### config.mk
export PLATFORM = sky130hd
export DESIGN_NAME = exponent_host
export DESIGN_NICKNAME = d
export VERILOG_FILES = /design/src/rtl/exponent_pkg.sv /design/src/rtl/operand_hold_register.sv /design/src/rtl/exponent_host.sv
export SDC_FILE = /design/constraint.sdc
export NUM_CORES = 1
export LEC_CHECK = 0
export ABC_AREA = 1
export CAP_MARGIN = 30
export CORE_MARGIN = 3
export CORE_UTILIZATION = 30
export CTS_CLUSTER_DIAMETER = 150
export DETAILED_ROUTE_END_ITERATION = 6
export RECOVER_POWER = 25
export SLEW_MARGIN = 20
export SYNTH_ARGS = -nofsm -noshare
export SYNTH_HDL_FRONTEND = slang
export SYNTH_HIERARCHICAL = 1
export SYNTH_SLANG_ARGS = --single-unit
### constraint.sdc
create_clock -name clock -period 2 [get_ports clock]
set_input_delay 0.4 -clock clock [delete_from_list [all_inputs] [get_ports clock]]
set_output_delay 0.4 -clock clock [all_outputs]
set_load 0.005 [all_outputs]
### src/rtl/exponent_pkg.sv
// Shared types and constants for the exponent accelerator host.
// Holds the host FSM state encoding and operand/counter widths.
package exponent_pkg;

    localparam int OPERAND_W = 32;
    // Wide enough for the largest legal completion timeout (65535).
    localparam int COUNT_W   = 16;

    typedef enum logic [2:0] {
        ST_IDLE,
        ST_LAUNCH,
        ST_WAIT_ACK,
        ST_WAIT_DONE,
        ST_RESPOND
    } host_state_t;

    function automatic logic is_waiting(input host_state_t state);
        return (state == ST_WAIT_ACK) || (state == ST_WAIT_DONE);
    endfunction

endpackage

### src/rtl/operand_hold_register.sv
// Loadable hold register with synchronous active-high reset.
// Captures a request field and keeps it until the next load.
module operand_hold_register #(
    parameter int WIDTH = 32
) (
    input  logic             clock,
    input  logic             reset,
    input  logic             load,
    input  logic [WIDTH-1:0] d,
    output logic [WIDTH-1:0] q
);

    always_ff @(posedge clock) begin
        if (reset) begin
            q <= '0;
        end else if (load) begin
            q <= d;
        end
    end

endmodule

### src/rtl/exponent_host.sv
// Request/response host for a single-operation exponent accelerator.
// Launches one operation per request, waits for completion or timeout.
module exponent_host
    import exponent_pkg::*;
#(
    parameter int TAG_W   = 4,
    parameter int TIMEOUT = 1024
) (
    input  logic                 clock,
    input  logic                 reset,
    input  logic                 req_valid,
    output logic                 req_ready,
    input  logic [OPERAND_W-1:0] req_x,
    input  logic [OPERAND_W-1:0] req_a,
    input  logic [TAG_W-1:0]     req_tag,
    output logic                 exp_enable,
    output logic [OPERAND_W-1:0] exp_x,
    output logic [OPERAND_W-1:0] exp_a,
    input  logic                 exp_ready,
    input  logic [OPERAND_W-1:0] exp_p,
    output logic                 rsp_valid,
    input  logic                 rsp_ready,
    output logic [OPERAND_W-1:0] rsp_p,
    output logic [TAG_W-1:0]     rsp_tag,
    output logic                 rsp_timeout,
    output logic                 busy
);

    localparam logic [COUNT_W-1:0] COUNT_LAST = COUNT_W'(TIMEOUT - 1);

    host_state_t          state_reg, state_next;
    logic [COUNT_W-1:0]   counter_reg, counter_next;
    logic                 exp_enable_reg, exp_enable_next;
    logic [OPERAND_W-1:0] rsp_p_reg, rsp_p_next;
    logic                 rsp_timeout_reg, rsp_timeout_next;
    logic                 accept;
    logic                 timed_out;

    assign accept    = req_valid && (state_reg == ST_IDLE);
    assign timed_out = is_waiting(state_reg) && (counter_reg == COUNT_LAST);

    // Operands drive the accelerator directly, so they only move on acceptance.
    operand_hold_register #(.WIDTH(OPERAND_W)) u_hold_x (
        .clock (clock),
        .reset (reset),
        .load  (accept),
        .d     (req_x),
        .q     (exp_x)
    );

    operand_hold_register #(.WIDTH(OPERAND_W)) u_hold_a (
        .clock (clock),
        .reset (reset),
        .load  (accept),
        .d     (req_a),
        .q     (exp_a)
    );

    operand_hold_register #(.WIDTH(TAG_W)) u_hold_tag (
        .clock (clock),
        .reset (reset),
        .load  (accept),
        .d     (req_tag),
        .q     (rsp_tag)
    );

    always_ff @(posedge clock) begin
        if (reset) begin
            state_reg       <= ST_IDLE;
            counter_reg     <= '0;
            exp_enable_reg  <= 1'b0;
            rsp_p_reg       <= '0;
            rsp_timeout_reg <= 1'b0;
        end else begin
            state_reg       <= state_next;
            counter_reg     <= counter_next;
            exp_enable_reg  <= exp_enable_next;
            rsp_p_reg       <= rsp_p_next;
            rsp_timeout_reg <= rsp_timeout_next;
        end
    end

    always_comb begin
        state_next       = state_reg;
        counter_next     = '0;
        exp_enable_next  = 1'b0;
        rsp_p_next       = rsp_p_reg;
        rsp_timeout_next = rsp_timeout_reg;

        unique case (state_reg)
            ST_IDLE: begin
                if (req_valid) begin
                    // x^0 is 1 for every x, so the accelerator is bypassed.
                    if (req_a == '0) begin
                        state_next       = ST_RESPOND;
                        rsp_p_next       = OPERAND_W'(1);
                        rsp_timeout_next = 1'b0;
                    end else begin
                        state_next = ST_LAUNCH;
                    end
                end
            end

            ST_LAUNCH: begin
                if (exp_ready) begin
                    exp_enable_next = 1'b1;
                    state_next      = ST_WAIT_ACK;
                end
            end

            ST_WAIT_ACK: begin
                counter_next = counter_reg + COUNT_W'(1);
                if (timed_out) begin
                    state_next       = ST_RESPOND;
                    rsp_p_next       = '0;
                    rsp_timeout_next = 1'b1;
                end else if (!exp_ready) begin
                    state_next = ST_WAIT_DONE;
                end
            end

            ST_WAIT_DONE: begin
                counter_next = counter_reg + COUNT_W'(1);
                // A completion arriving on the final counted cycle still counts.
                if (exp_ready) begin
                    state_next       = ST_RESPOND;
                    rsp_p_next       = exp_p;
                    rsp_timeout_next = 1'b0;
                end else if (timed_out) begin
                    state_next       = ST_RESPOND;
                    rsp_p_next       = '0;
                    rsp_timeout_next = 1'b1;
                end
            end

            ST_RESPOND: begin
                if (rsp_ready) begin
                    state_next = ST_IDLE;
                end
            end

            default: begin
                state_next = ST_IDLE;
            end
        endcase
    end

    assign req_ready   = (state_reg == ST_IDLE);
    assign busy        = (state_reg != ST_IDLE);
    assign rsp_valid   = (state_reg == ST_RESPOND);
    assign exp_enable  = exp_enable_reg;
    assign rsp_p       = rsp_p_reg;
    assign rsp_timeout = rsp_timeout_reg;

endmodule

==> results of run 1 <==
metal layers:
layer | up-vias | global-route usage, %
met5 | - | 0
met4 | 0 | 4.007
met3 | 5 | 4.506
met2 | 179 | 25.53
met1 | 2679 | 20.91
li1 | 3253 | -
where the power goes:
group | internal (mW) | switching, mW | leakage, nW
Sequential | 2.90 | 0.268 | 0.990
Combinational | 1.70 | 1.65 | 2.74
Clock | 2.09 | 1.12 | 0.307
final cells by class:
type                       count  area share, %
sequential                   121          26.61
clock buffer                  17          4.674
multi-input combinational    649          31.66
clock inverter                15          2.199
inverter                     102          4.234
tap                          265          3.643
timing repair buffer         246          26.98
critical path, stage by stage (launching register included):
cell and delay [ns]:
dfxtp_1 0.38, inv_2 0.07, nand2_1 0.16, nor2_4 0.06, inv_1 0.12, dlygate4sd2_1 0.28
what timing repair did:
| action | 4_1_cts | 5_1_grt |
|---|---|---|
| gates resized for setup | 4 | 2 |
| pin swaps | 0 | 1 |
| buffers inserted | 0 | 4 |
| setup endpoints to repair | 3 | 17 |
cells by family (layout without fill, tap and decap cells):
family,after synthesis,after routing
simple gates,546,546
compound gates,101,101
fa+ha+maj,1,1
buf+inv,150,380
flops,121,121
xor+xnor,1,1
final timing paths:
check | start | end | slack [ns] | cells past startpoint
setup / recovery | state_reg[1] | busy | 0.14 | 5
hold / removal | counter_reg[0] | counter_reg[0] | 0.45 | 1
hold reg to reg | counter_reg[0] | counter_reg[0] | 0.45 | 1
setup reg to reg | state_reg[2] | u_hold_x/q[31] | 0.21 | 9
layout by cell type (no fill, tap or decap), types with 3 or more instances in the layout:
master           netlist  routed
nand4_1                3       3
nand2_1              240     240
nor2_1               196     196
clkbuf_16              0      17
inv_2                  9       7
clkdlybuf4s50_1        0     206
clkbuf_2               0       4
or2_2                 10      10
o21ai_0               21      21
inv_1                 92      94
clkinv_4               0       5
nor2_4                 4       5
dfxtp_1              121     121
nor3_1                 8       8
buf_12                 0       8
a21oi_1               42      42
buf_4                  3      25
o21ai_1               33      33
clkinv_2               0       4
dlygate4sd2_1          0       3
nand3_1               45      45
bufinv_16              0       4
nand2_2               27      27
==> results.sh, run 1 <==
export IMPL_outcome="completed"
export IMPL_postLayoutCellArea_sq_um=9102
export IMPL_max_slew_margin_pct=67.16
export IMPL_synth_area_leaders="dfxtp_1 (40%), nand2_1 (15%), nor2_1 (12%), inv_1 (5.7%), nand3_1 (3.7%)"
export IMPL_hold_buffers=0
export IMPL_synthArstFlopShare_pct=0
export IMPL_wl_met1_um=8160
export IMPL_report_final_slew_viol_count=0
export IMPL_maxCapViolations=0
export IMPL_htree_levels=4
export IMPL_synth_xor_area_share_pct=0.1452
export IMPL_fin_total_pwr_mw=9.723
export IMPL_final_cells=1415
export IMPL_finalSetupViolations=0
export IMPL_worstMarginPinSlew_ns=0.4919
export IMPL_io_buffers=209
export IMPL_drc=0
export IMPL_setup_ws_ns=0.1370
export IMPL_final_layout_size_suffix_gt1_share_pct=11.39
export IMPL_nets=1243
export IMPL_dp_hpwl_um=12470
export IMPL_rsz0062_at_grt="no"
export IMPL_multi_input_area_sq_um=2882
export IMPL_die_y_um=147.8
export IMPL_synth_mux_area_share_pct=0
export IMPL_synthDominantCellAreaShare_pct=40.17
export IMPL_dr_pass1_iters=4
export IMPL_drtAntennaViolNets=0
export IMPL_yosysUniqueCellTypes=36
export IMPL_clock_latency_ns=0.40
export IMPL_die_w_um=147.8
export IMPL_hold_path_class="reg2reg"
export IMPL_yosysSeqAreaShare_pct=40.17
export IMPL_fin_util_pct=46.46
export IMPL_holdWs_ns=0.4485
export IMPL_power_density_nw_per_um2=1068
export IMPL_power_leakage_nw=4.041
export IMPL_grt_pass1_vias=5612
export IMPL_cp_arrival_ns=1.46
export IMPL_route_met3_wl_um=1270
export IMPL_syn_nets=1026
export IMPL_synth_cells=920
export IMPL_hold_viol_final=0
export IMPL_grt_max_degree=56
export IMPL_placedInstanceArea_sq_um=8451
export IMPL_grt_pass1_wl_um=28080
export IMPL_worst_setup_path_type="reg2out"
export IMPL_n_fill_cell=2014
export IMPL_synth_area_leader_cell="dfxtp_1"
export IMPL_top_layer="met4"
export IMPL_via_per_inst=4.322
export IMPL_antenna_found_initial=0
export IMPL_endpoint_kind="primary output"
export IMPL_dieArea_sq_um=21840
export IMPL_synth_avg_cell_area_sq_um=6.555
export IMPL_yosysWarnings=6
export IMPL_synth_commonest_cells="nand2_1 (240), nor2_1 (196), dfxtp_1 (121)"
export IMPL_antenna_cells=0
export IMPL_start_util_pct=30.78
export IMPL_io_pins=210
export IMPL_timing_fmax_mhz=536.8
export IMPL_wl_met2_um=7648
export IMPL_clk_path_buf_depth=2
export IMPL_num_rows=51
export IMPL_final_min_clock_period_ns=1.863
export IMPL_coreArea_sq_um=19590
export IMPL_seq_area_sq_um=2422
export IMPL_fin_crit_sh_pct=93.15
export IMPL_drt_initial_drc_count=298
export IMPL_clkSinkCount=121
export IMPL_dp_slack_ns=-0.1850
export IMPL_required_ns=1.60
export IMPL_final_setup_tns_ns=0
export IMPL_clock_root_buffer="clkbuf_16"
export IMPL_skew_ns=0.005605
export IMPL_grt_overflow=0
export IMPL_max_vdd_ir_drop_mv=0.5770
export IMPL_cp_max_fo=4
export IMPL_path_clk_slew_ns=0.05
export IMPL_place_inst=1379
export IMPL_cts_buffers=17
export IMPL_routed_wirelength_um=17200
export IMPL_ys_ff_latch=121
export IMPL_syn_area_sq_um=6031
export IMPL_wire_per_inst_um=12.15
export IMPL_syn2layout_area_growth_pct=50.93
export IMPL_ys_flop_type="dfxtp_1"
export IMPL_synth_top_family_by_area="simple AND/OR/NAND/NOR gates"
export IMPL_grtUsageTotal_pct=15.81
export IMPL_synth_compound_area_share_pct=8.755
export IMPL_synthAdderAreaFrac_pct=0.2075
export IMPL_synth_edff_count=0
export IMPL_cts_tree="built"
export IMPL_cp_start_kind="flip-flop"
export IMPL_dr_total_vias=6116
export IMPL_synth_simple_gate_area_share_pct=38.59
export IMPL_yosysMostFrequentCell="nand2_1"
export IMPL_gp_congestion=0.7856
(Power assumes the default switching activity.)
==> run 2, diff against run 1 <==
REMOVE_ABC_BUFFERS = 1   (was default)
==> results.sh, run 2 (same netlist as run 1, synthesis figures left out) <==
export IMPL_required_ns=1.60
export IMPL_worstPathCellList="inv_2 > nand2_2 > nor2_4 > inv_1 > dlygate4sd2_1"
export IMPL_cp_start_kind="flip-flop"
export IMPL_power_leakage_nw=4.006
export IMPL_rsz0062_at_grt="no"
export IMPL_die_w_um=147.8
export IMPL_hold_path_class="reg2reg"
export IMPL_p_comb_share_pct=36.0
export IMPL_nets=1245
export IMPL_max_vdd_ir_drop_mv=0.6745
export IMPL_die_y_um=147.8
export IMPL_layout_commonest_cell="nand2_1"
export IMPL_min_from="counter_reg[0]"
export IMPL_place_inst=1382
export IMPL_io_pins=210
export IMPL_clock_root_buffer="clkbuf_16"
export IMPL_grt_overflow=0
export IMPL_dp_hpwl_um=12750
export IMPL_maxCapViolations=0
export IMPL_start_util_pct=30.78
export IMPL_seq_power_share_pct=33.0
export IMPL_cp_slowest_cell="dfxtp_1"
export IMPL_drt_initial_drc_count=333
export IMPL_outcome="completed"
export IMPL_antenna_cells=0
export IMPL_grt_max_degree=46
export IMPL_hold_buffers=0
export IMPL_fin_crit_sh_pct=93.85
export IMPL_wire_per_inst_um=12.44
export IMPL_worstMarginPinSlew_ns=0.5739
export IMPL_power_switching_share_pct=32.66
export IMPL_drc=0
export IMPL_clkSinkCount=121
export IMPL_syn2layout_area_growth_pct=50.85
export IMPL_coreArea_sq_um=19590
export IMPL_mostFrequentLayoutCells="nand2_1 (239), clkdlybuf4s50_1 (205), nor2_1 (196)"
export IMPL_via_per_inst=4.298
export IMPL_io_buffers=209
export IMPL_timing_fmax_mhz=532.8
export IMPL_final_cells=1416
export IMPL_cts_buffers=17
export IMPL_grt_pass1_vias=5731
export IMPL_report_final_slew_viol_count=0
export IMPL_holdWs_ns=0.4451
export IMPL_antenna_found_initial=0
export IMPL_endpoint_kind="primary output"
export IMPL_placedInstanceArea_sq_um=8511
export IMPL_gp_congestion=0.8099
export IMPL_num_rows=51
export IMPL_worst_setup_path_type="reg2out"
export IMPL_finalSetupViolations=0
export IMPL_routed_wirelength_um=17620
export IMPL_cpPeakStageDelay_ns=0.39
export IMPL_dieArea_sq_um=21840
export IMPL_cp_max_fo=4
export IMPL_r2r_start="counter_reg[0]"
export IMPL_final_layout_size_suffix_gt1_share_pct=11.73
export IMPL_fin_util_pct=46.44
export IMPL_dr_pass1_iters=5
export IMPL_final_min_clock_period_ns=1.877
export IMPL_grtUsageTotal_pct=15.99
export IMPL_hold_viol_final=0
export IMPL_power_density_nw_per_um2=1060
export IMPL_grt_pass1_wl_um=28600
export IMPL_startpoint="state_reg[1]"
export IMPL_path_clk_slew_ns=0.06
export IMPL_clock_latency_ns=0.41
export IMPL_postLayoutCellArea_sq_um=9097
export IMPL_cts_tree="built"
export IMPL_max_slew_margin_pct=61.74
export IMPL_skew_ns=0.01155
export IMPL_htree_levels=4
export IMPL_drtAntennaViolNets=0
export IMPL_dr_total_vias=6086
export IMPL_p_int_mw=6.494
export IMPL_clk_path_buf_depth=2
export IMPL_cp_arrival_ns=1.48
export IMPL_p_sw_mw=3.149
export IMPL_p_clk_share_pct=31.0
[run 2: cell types whose count changed in the layout (fill, tap and decap cells not counted), sizes merged, moves of 2 or more]
cell / before / now
clkbuf: 21 / 19
bufinv: 4 / 2
clkinvlp: 1 / 6
buf: 33 / 36
clkinv: 9 / 3
inv: 103 / 105
[run 2: repair_timing]
item,CTS,global route
pin swaps,0,2
setup buffers,0,2
resized for setup,4,3
hold endpoints to repair,0,0
cloned,0,1
setup endpoints to repair,3,21
[run 2: worst max-delay path: cells and delay by family, from the launching register on]
| family | cells | cell delay (ns) |
|---|---|---|
| buffers and inverters | 3 | 0.50 |
| AND/OR/NAND/NOR | 2 | 0.18 |
| flip-flops | 1 | 0.39 |
[run 2: power groups by stage]
| stage | clock, mW | sequential, mW | combinational [mW] |
|---|---|---|---|
| detailed placement | 0 | 3.22 | 3.55 |
| CTS | 3.07 | 3.18 | 3.56 |
| floorplan | 0 | 3.05 | 1.36 |
| finish | 2.99 | 3.18 | 3.47 |
| global placement | 0 | 3.20 | 3.57 |
| global route | 3.18 | 3.24 | 3.89 |
[run 2: final cells by class]
type                            count  area [sq um]
Clock inverter                     14         150.1
Timing Repair Buffer              247          2482
Clock buffer                       17         425.4
Inverter                          102         385.4
Sequential cell                   121          2424
Multi-Input combinational cell    650          2899
Tap cell                          265         331.6
Fill cell                        2053         10490
[run 2: path summary, 6_finish.rpt]
| kind | end | slack [ns] | cells past startpoint |
|---|---|---|---|
| setup reg to reg | rsp_p[11] | 0.20 | 10 |
| hold reg to reg | counter_reg[0] | 0.45 | 1 |
| hold / removal | counter_reg[0] | 0.45 | 1 |
| setup / recovery | busy | 0.12 | 5 |
[run 2: routing by layer]
metal  up-vias  share of wire [%]  global-route usage [%]
met4         0                1.8                   4.613
met2       157                 47                   26.18
met5         -                  0                       0
met3        18                9.5                   7.633
met1      2647                 42                   18.72
li1       3264                  -                       -
[run 2: through the flow]
step	total power [mW]	worst slack [ns]	TNS, ns
6_report	9.643	0.1229	0
5_1_grt	10.31	0.005053	0
4_1_cts	9.812	0.01141	0
3_5_place_dp	6.772	-0.2317	-6.733
3_3_place_gp	6.766	-0.1681	-4.759
2_1_floorplan	4.411	-3.290	-221.74
==> run 3, diff against run 2 <==
CAP_MARGIN = default   (was 30)
==> results of run 3 <==
The final DEF is identical to that of run 2; final timing and power are the same.
